==> src/rtl/timebase_pkg.sv <==
// Shared types for the timebase alarm scheduler (optional build macro: TIMEBASE_PERIODIC_EN).
package timebase_pkg;

  localparam int CNT_W_DEF = 42;

  typedef enum logic {CH_IDLE, CH_ARMED} ch_state_t;

  typedef logic [CNT_W_DEF-1:0] tb_t;

endpackage

==> src/rtl/rr_arbiter.sv <==
// Round-robin arbiter: one-hot grant searched from a rotating pointer; pointer moves past each winner.
module rr_arbiter #(
  parameter int N = 4
) (
  input  logic         clk,
  input  logic         rst,
  input  logic [N-1:0] i_req,
  output logic [N-1:0] o_gnt
);

  localparam int PW = (N > 1) ? $clog2(N) : 1;

  logic [PW-1:0] r_ptr;
  logic [PW-1:0] w_gidx;
  logic          w_found;

  always_comb begin
    o_gnt   = '0;
    w_found = 1'b0;
    w_gidx  = '0;
    for (int k = 0; k < N; k++) begin
      int idx;
      idx = int'(r_ptr) + k;
      if (idx >= N) idx = idx - N;
      if (!w_found && i_req[idx]) begin
        o_gnt[idx] = 1'b1;
        w_found    = 1'b1;
        w_gidx     = PW'(idx);
      end
    end
  end

  always_ff @(posedge clk) begin
    if (!rst) begin
      r_ptr <= '0;
    end else if (w_found) begin
      r_ptr <= (w_gidx == PW'(N - 1)) ? '0 : w_gidx + PW'(1);
    end
  end

endmodule

==> src/rtl/timebase_alarm_sched.sv <==
// Free-running timebase shared by NUM_CH alarm channels; define TIMEBASE_PERIODIC_EN for periodic re-arming.
module timebase_alarm_sched
  import timebase_pkg::*;
#(
  parameter int NUM_CH = 4,
  parameter int CNT_W  = CNT_W_DEF
) (
  input  logic                    clk,
  input  logic                    rst,
  input  logic                    cnt_en,
  input  logic                    cnt_load,
  input  logic [CNT_W-1:0]        cnt_load_val,
  output logic [CNT_W-1:0]        count,
  input  logic [NUM_CH-1:0]       req_valid,
  input  logic [NUM_CH*CNT_W-1:0] req_delay,
  output logic [NUM_CH-1:0]       req_ready,
  input  logic [NUM_CH-1:0]       cancel,
  output logic [NUM_CH-1:0]       armed,
  output logic [NUM_CH-1:0]       fire
);

  logic [CNT_W-1:0]  r_count;
  logic [NUM_CH-1:0] w_elig;
  logic [NUM_CH-1:0] w_gnt;

  always_ff @(posedge clk) begin
    if (!rst) begin
      r_count <= '0;
    end else if (cnt_load) begin
      r_count <= cnt_load_val;
    end else if (cnt_en) begin
      r_count <= r_count + CNT_W'(1);
    end
  end

  assign count     = r_count;
  assign req_ready = w_gnt;

  rr_arbiter #(.N(NUM_CH)) u_arb (
    .clk   (clk),
    .rst   (rst),
    .i_req (w_elig),
    .o_gnt (w_gnt)
  );

  genvar gi;
  generate
    for (gi = 0; gi < NUM_CH; gi++) begin : g_ch
      ch_state_t        r_state;
      ch_state_t        w_state_next;
      logic [CNT_W-1:0] r_deadline;
      logic [CNT_W-1:0] w_deadline_next;
      logic [CNT_W-1:0] w_delay;
      logic [CNT_W-1:0] w_deff;
      logic             w_match;
      logic             r_fire;
`ifdef TIMEBASE_PERIODIC_EN
      logic [CNT_W-1:0] r_period;
      logic [CNT_W-1:0] w_period_next;
`endif

      assign w_delay = req_delay[gi*CNT_W +: CNT_W];
      // A zero delay would equal the current count and be missed by the next cycle's compare.
      assign w_deff  = (w_delay == '0) ? CNT_W'(1) : w_delay;
      assign w_match = (r_state == CH_ARMED) && (r_count == r_deadline);

      assign w_elig[gi] = req_valid[gi] && (r_state == CH_IDLE);
      assign armed[gi]  = (r_state == CH_ARMED);
      assign fire[gi]   = r_fire;

      always_comb begin
        w_state_next    = r_state;
        w_deadline_next = r_deadline;
`ifdef TIMEBASE_PERIODIC_EN
        w_period_next   = r_period;
`endif
        case (r_state)
          CH_IDLE: begin
            if (w_gnt[gi]) begin
              w_state_next    = CH_ARMED;
              w_deadline_next = r_count + w_deff;
`ifdef TIMEBASE_PERIODIC_EN
              w_period_next   = w_deff;
`endif
            end
          end
          CH_ARMED: begin
            if (cancel[gi]) begin
              w_state_next = CH_IDLE;
            end else if (w_match) begin
`ifdef TIMEBASE_PERIODIC_EN
              w_deadline_next = r_deadline + r_period;
`else
              w_state_next    = CH_IDLE;
`endif
            end
          end
          default: w_state_next = CH_IDLE;
        endcase
      end

      always_ff @(posedge clk) begin
        if (!rst) begin
          r_state <= CH_IDLE;
          r_fire  <= 1'b0;
        end else begin
          r_state <= w_state_next;
          r_fire  <= w_match && !cancel[gi];
        end
      end

      // Deadline/period are only meaningful while ARMED, so they carry no reset.
      always_ff @(posedge clk) begin
        r_deadline <= w_deadline_next;
`ifdef TIMEBASE_PERIODIC_EN
        r_period   <= w_period_next;
`endif
      end
    end
  endgenerate

endmodule

==> config.mk <==
export PLATFORM = sky130hd
export DESIGN_NAME = timebase_alarm_sched
export DESIGN_NICKNAME = d
export VERILOG_FILES = /design/src/rtl/timebase_pkg.sv /design/src/rtl/rr_arbiter.sv /design/src/rtl/timebase_alarm_sched.sv
export SDC_FILE = /design/constraint.sdc
export NUM_CORES = 1
export LEC_CHECK = 0
export ABC_AREA = 1
export CORE_ASPECT_RATIO = 2
export CORE_MARGIN = 2
export CORE_UTILIZATION = 59
export DETAILED_ROUTE_END_ITERATION = 8
export PLACE_DENSITY_LB_ADDON = 0.12
export SYNTH_ARGS = -nofsm -noshare
export SYNTH_HDL_FRONTEND = slang
export SYNTH_HIERARCHICAL = 1
export SYNTH_SLANG_ARGS = --single-unit
==> constraint.sdc <==
create_clock -name clk -period 4.2 [get_ports clk]
set_input_delay 0.63 -clock clk [delete_from_list [all_inputs] [get_ports clk]]
set_output_delay 0.63 -clock clk [all_outputs]
set_load 0.05 [all_outputs]
==> qor.yml, run 1 <==
grt:
  grt_util_all_layers_pct: 60.65
  grt_first_pass_wirelength_um: 191700
  grt_pass1_vias: 31090
  grt_overflow: 31
  grt_start_max_net_pins: 46
logic_synthesis:
  synth_edf_count: 168
  synth_top_cells_by_area: "nand2_1 (22%), edfxtp_1 (21%), ha_1 (9.0%), inv_1 (7.7%), nor2_1 (6.3%)"
  yosysTopAreaCellShare_pct: 21.57
  synth_area_leader_cell: "nand2_1"
  synth_cell_types: 51
  synthFlopType: "edfxtp_1"
  async_flop_share_pct: 0
  synth_common_cells: "nand2_1 (1388), inv_1 (493), nor2_1 (405)"
  syn_avg_cell_area_um2: 6.158
  syn-num-nets: 4322
  ys_seq_area_share_pct: 25.19
  synth_most_common_cell: "nand2_1"
  ys_ff_latch: 220
  yosys_warnings: 6
  syn_area_um2: 24160
  syn_inst: 3923
die:
  die_h_um: 290.2
  start_util_pct: 59.89
  row_count: 104
  ioPinCount: 276
  die_w_um: 147.1
status:
  error_line: "[ERROR GRT-0116] Global routing finished with congestion. Check the congestion regions in the DRC Viewer."
  failed_stage: "global routing (5_1_grt)"
  status: "stopped before the end"
clock_tree:
  cts_htree_levels: 1
  cts_hold_buffers: 0
  post-cts-setup-buffers: 0
  numClockSinks: 220
  cts_buffers: 21
  cts-root-buf: "clkbuf_16"
  clock_path_buffers: 3
  cts_resized: 0
place:
  dp_hpwl_um: 95700
  placed_cells: 4600
  placed_area_um2: 27370
  place.gp.congestion: 1.199
  dp_slack_ns: -0.1099
  port_buffers: 275
## per-stage QoR
stage / TNS [ns] / util [%]
after detailed placement: -0.2468 / 67.85
after floorplan: 0 / -
after global placement: 0 / 67.85
after CTS: 0 / 69.57
## cells by family after synthesis
kind of cell | Yosys count | synth area share [%]
compound gates | 444 | 10.16
fa+ha+maj | 177 | 9.292
simple gates | 2189 | 37.50
xor+xnor | 163 | 5.909
flops | 220 | 25.19
buf+inv | 730 | 11.94
## routing by layer
metal  overflow  track usage [%]
met1          0            54.25
met2         11            89.59
met3          0            31.42
met4         20            71.29
met5          0            3.256
==> inputs of run 2 (changes only) <==
- CORE_ASPECT_RATIO: 2 -> default
- CORE_UTILIZATION: 59 -> 40
- PLACE_DENSITY_LB_ADDON: 0.12 -> 0.15
==> qor.yml, run 2 <==
status:
  status: "finished, final reports clean"
critical_path:
  reg2reg_slack_ns: 1.21
  worst-path-max-fanout: 13
  crit_type: "flop to output pin"
  worst_r2r_endpoint: "g_ch[2].r_deadline[39]$_DFFE_PP_"
  start_kind: "flop"
  arrival_ns: 3.22
  required_ns: 3.57
  r2r_cells: 10
  r2r_start: "count[26]$_SDFFE_PN0P_"
  worst_setup_path_end_kind: "output pin"
clock_tree:
  clk_latency_ns: 0.56
  cts_resized: 0  # unchanged
  cts_htree_levels: 1  # unchanged
  cts_tree: "done"
  cts_hold_buffers: 0  # unchanged
  cts-root-buf: "clkbuf_16"
  cts_buffers: 27  # +29%
  numClockSinks: 220  # unchanged
  cts.clk_slew.worst_paths_ns: 0.06
  clock_path_buffers: 3  # unchanged
  post-cts-setup-buffers: 0  # unchanged
timing:
  max_freq_mhz: 259.8
  finalMaxSlewViolations: 0
  rsz0062_at_grt: "false"
  slew_headroom_pct: 22.48
  fin_tns_setup_ns: 0
  finalCriticalPeriod_ns: 3.848
  setup_violations: 0
  hold_violations: 0
  skew_ns: 0.01940
  tightest_slew_ns: 1.161
  finalCritPeriodShare_pct: 91.63
  setup_ws_ns: 0.3515
final_layout:
  drive_above_1_share_pct: 4.565
  layout.area.seq_um2: 6086
  layout.nets: 4476
  final_common_cell: "nand2_1"
  fill_cells: 6390
  multi_input_area_um2: 15190
  layout_common_cells: "nand2_1 (1388), inv_1 (493), nor2_1 (403)"
  top_register: "g_ch.r_deadline"
  area_delta_synth_final_pct: 17.13
  largest_register_ffs: 168
pwr:
  switching_share_pct: 43.57
  ir_drop_mv: 0.4043
  p_seq_share_pct: 37.3
  clkPwrFrac_pct: 18.9
  power_switching_uw: 5073
  power_density_nw_per_um2: 411.5
  p_int_uw: 6570
  combPwrFrac_pct: 43.7
  leakagePower_uw: 0.01376
detailed_routing:
  viasPerCell: 5.316
  dr_wl_met3_um: 9042
  m1WireLength_um: 45710
  top_layer: "met5"
  met2_length_um: 45420
  drtAntennaViolNets: 0
  wl_per_cell_um: 21.35
  firstDrtPassIters: 5
  drc: 0
  via_count: 25950
  drt_first_iter_violations: 2542
  drt_wl_total_um: 104200
worst_hold_path:
  holdPathEnd: "count[12]$_SDFFE_PN0P_"
  min_from: "cnt_load"
  whs_path_depth: 4
  hold_path.class: "primary input to flop"
die:
  die_area_um2: 62380
  coreArea_um2: 60020
  start_util_pct: 40.25  # -20 points
  row_count: 90  # -13%
  die_w_um: 249.8  # +70%
  ioPinCount: 276  # unchanged
  die_h_um: 249.8  # -14%
logic_synthesis:
  syn_area_um2: 24160  # unchanged
  yosys_warnings: 6  # unchanged
  synth_area_leader_cell: "nand2_1"
  synth_cell_types: 51  # unchanged
  synth_common_cells: "nand2_1 (1388), inv_1 (493), nor2_1 (405)"
  ys_ff_latch: 220  # unchanged
  syn_inst: 3923  # unchanged
  synth_edf_count: 168  # unchanged
  syn-num-nets: 4322  # unchanged
  async_flop_share_pct: 0  # unchanged
  syn_avg_cell_area_um2: 6.158  # unchanged
  yosysTopAreaCellShare_pct: 21.57  # unchanged
  ys_seq_area_share_pct: 25.19  # unchanged
  synth_top_cells_by_area: "nand2_1 (22%), edfxtp_1 (21%), ha_1 (9.0%), inv_1 (7.7%), nor2_1 (6.3%)"
  synth_most_common_cell: "nand2_1"
  synthFlopType: "edfxtp_1"
grt:
  grt_overflow: 0
  grt_util_all_layers_pct: 32.67
  grt_first_pass_wirelength_um: 152700
  grt_start_max_net_pins: 46
  grt_pass1_vias: 24180
  antenna_found_initial: 2
job:
  drv_cap: 0
place:
  dp_hpwl_um: 83390  # -13%
  port_buffers: 275  # unchanged
  place.gp.congestion: 0.9869  # -18%
  dp_slack_ns: 0.1566  # +0.2665 ns
## run 2: cell counts after synthesis
No cell type changed its count.
## run 2: worst max-delay path: stages (launching register included)
cell and delay, ns:
dfxtp_1 0.43, inv_8 0.09, ha_1 0.38, inv_1 0.14
nand3_1 0.11, nand2_2 0.12, nand2_2 0.09, nor2_1 0.23
nand2_1 0.09, nand3_1 0.16, clkdlybuf4s50_1 0.83
## run 2: power groups by stage
| stage | clock network [uW] | registers (uW) | logic, uW |
|---|---|---|---|
| 4_1_cts | 2230 | 4340 | 5030 |
| 2_1_floorplan | 0 | 4140 | 3350 |
| 3_5_place_dp | 0 | 4370 | 5010 |
| 5_1_grt | 2310 | 4420 | 5620 |
| 6_report | 2200 | 4350 | 5090 |
| 3_3_place_gp | 0 | 4370 | 5010 |
## run 2: layout make-up
class | instances | area share (%)
diodes | 3 | 0.02653
clock buffers | 31 | 2.512
clock inverters | 17 | 0.3935
inverters | 510 | 6.810
multi-input cells | 2973 | 53.69
flip-flops and latches | 220 | 21.51
well taps | 782 | 3.458
repair buffers | 345 | 11.60
## run 2: cell families (layout without fill, tap and decap cells)
| logic type | count (synthesis) | after routing | synth area share [%] |
|---|---|---|---|
| other | 0 | 3 | 0 |
| buffers and inverters | 730 | 903 | 11.94 |
| adder cells (fa/ha/maj) | 177 | 177 | 9.292 |
| AND/OR/NAND/NOR | 2189 | 2189 | 37.50 |
| AO/OA/AOI/OAI | 444 | 444 | 10.16 |
| XOR/XNOR | 163 | 163 | 5.909 |
| flip-flops | 220 | 220 | 25.19 |
## run 2: worst max-delay path by stage
stage,from,endpoint,slack (ns),cells after the start
floorplan,u_arb/r_ptr[0]$_SDFFE_PN0P_,g_ch[0].r_deadline[0]$_DFFE_PP_,0.49,10
global placement,req_delay[62],g_ch[1].r_deadline[40]$_DFFE_PP_,0.23,18
detailed placement,req_delay[62],g_ch[1].r_deadline[40]$_DFFE_PP_,0.16,18
CTS,u_arb/r_ptr[0]$_SDFFE_PN0P_,req_ready[1],0.36,10
global route,u_arb/r_ptr[0]$_SDFFE_PN0P_,req_ready[0],0.16,10
finish,u_arb/r_ptr[0]$_SDFFE_PN0P_,req_ready[1],0.35,10
## run 2: stage by stage
step / cell area, um2 / hold WS, ns / utilization (%) / power (uW) / instances
final: 28300 / 0.6057 / 47.14 / 11640 / 4881
after detailed placement: 27470 / 0.5883 / 45.76 / 9375 / 4830
after global placement: 27470 / 0.5868 / 45.76 / 9386 / 4830
after floorplan: 24160 / 0.5538 / - / 7491 / 3923
after CTS: 28290 / 0.5738 / 47.13 / 11590 / 4878
after global routing: 28290 / 0.6065 / 47.13 / 12350 / 4878
## run 2: metal layers
layer,track usage (%),vias up
li1,-,12790
met1,45.39,11830
met2,51.54,1144
met3,4.172,184
met4,12.51,2
met5,0,-
Power figures use the tool's default switching activity.
==> inputs of run 3 (changes only) <==
- CTS_CLUSTER_SIZE: default -> 30
==> results of run 3 <==
Same layout as run 2: the final DEF is identical, and so are final timing and power.
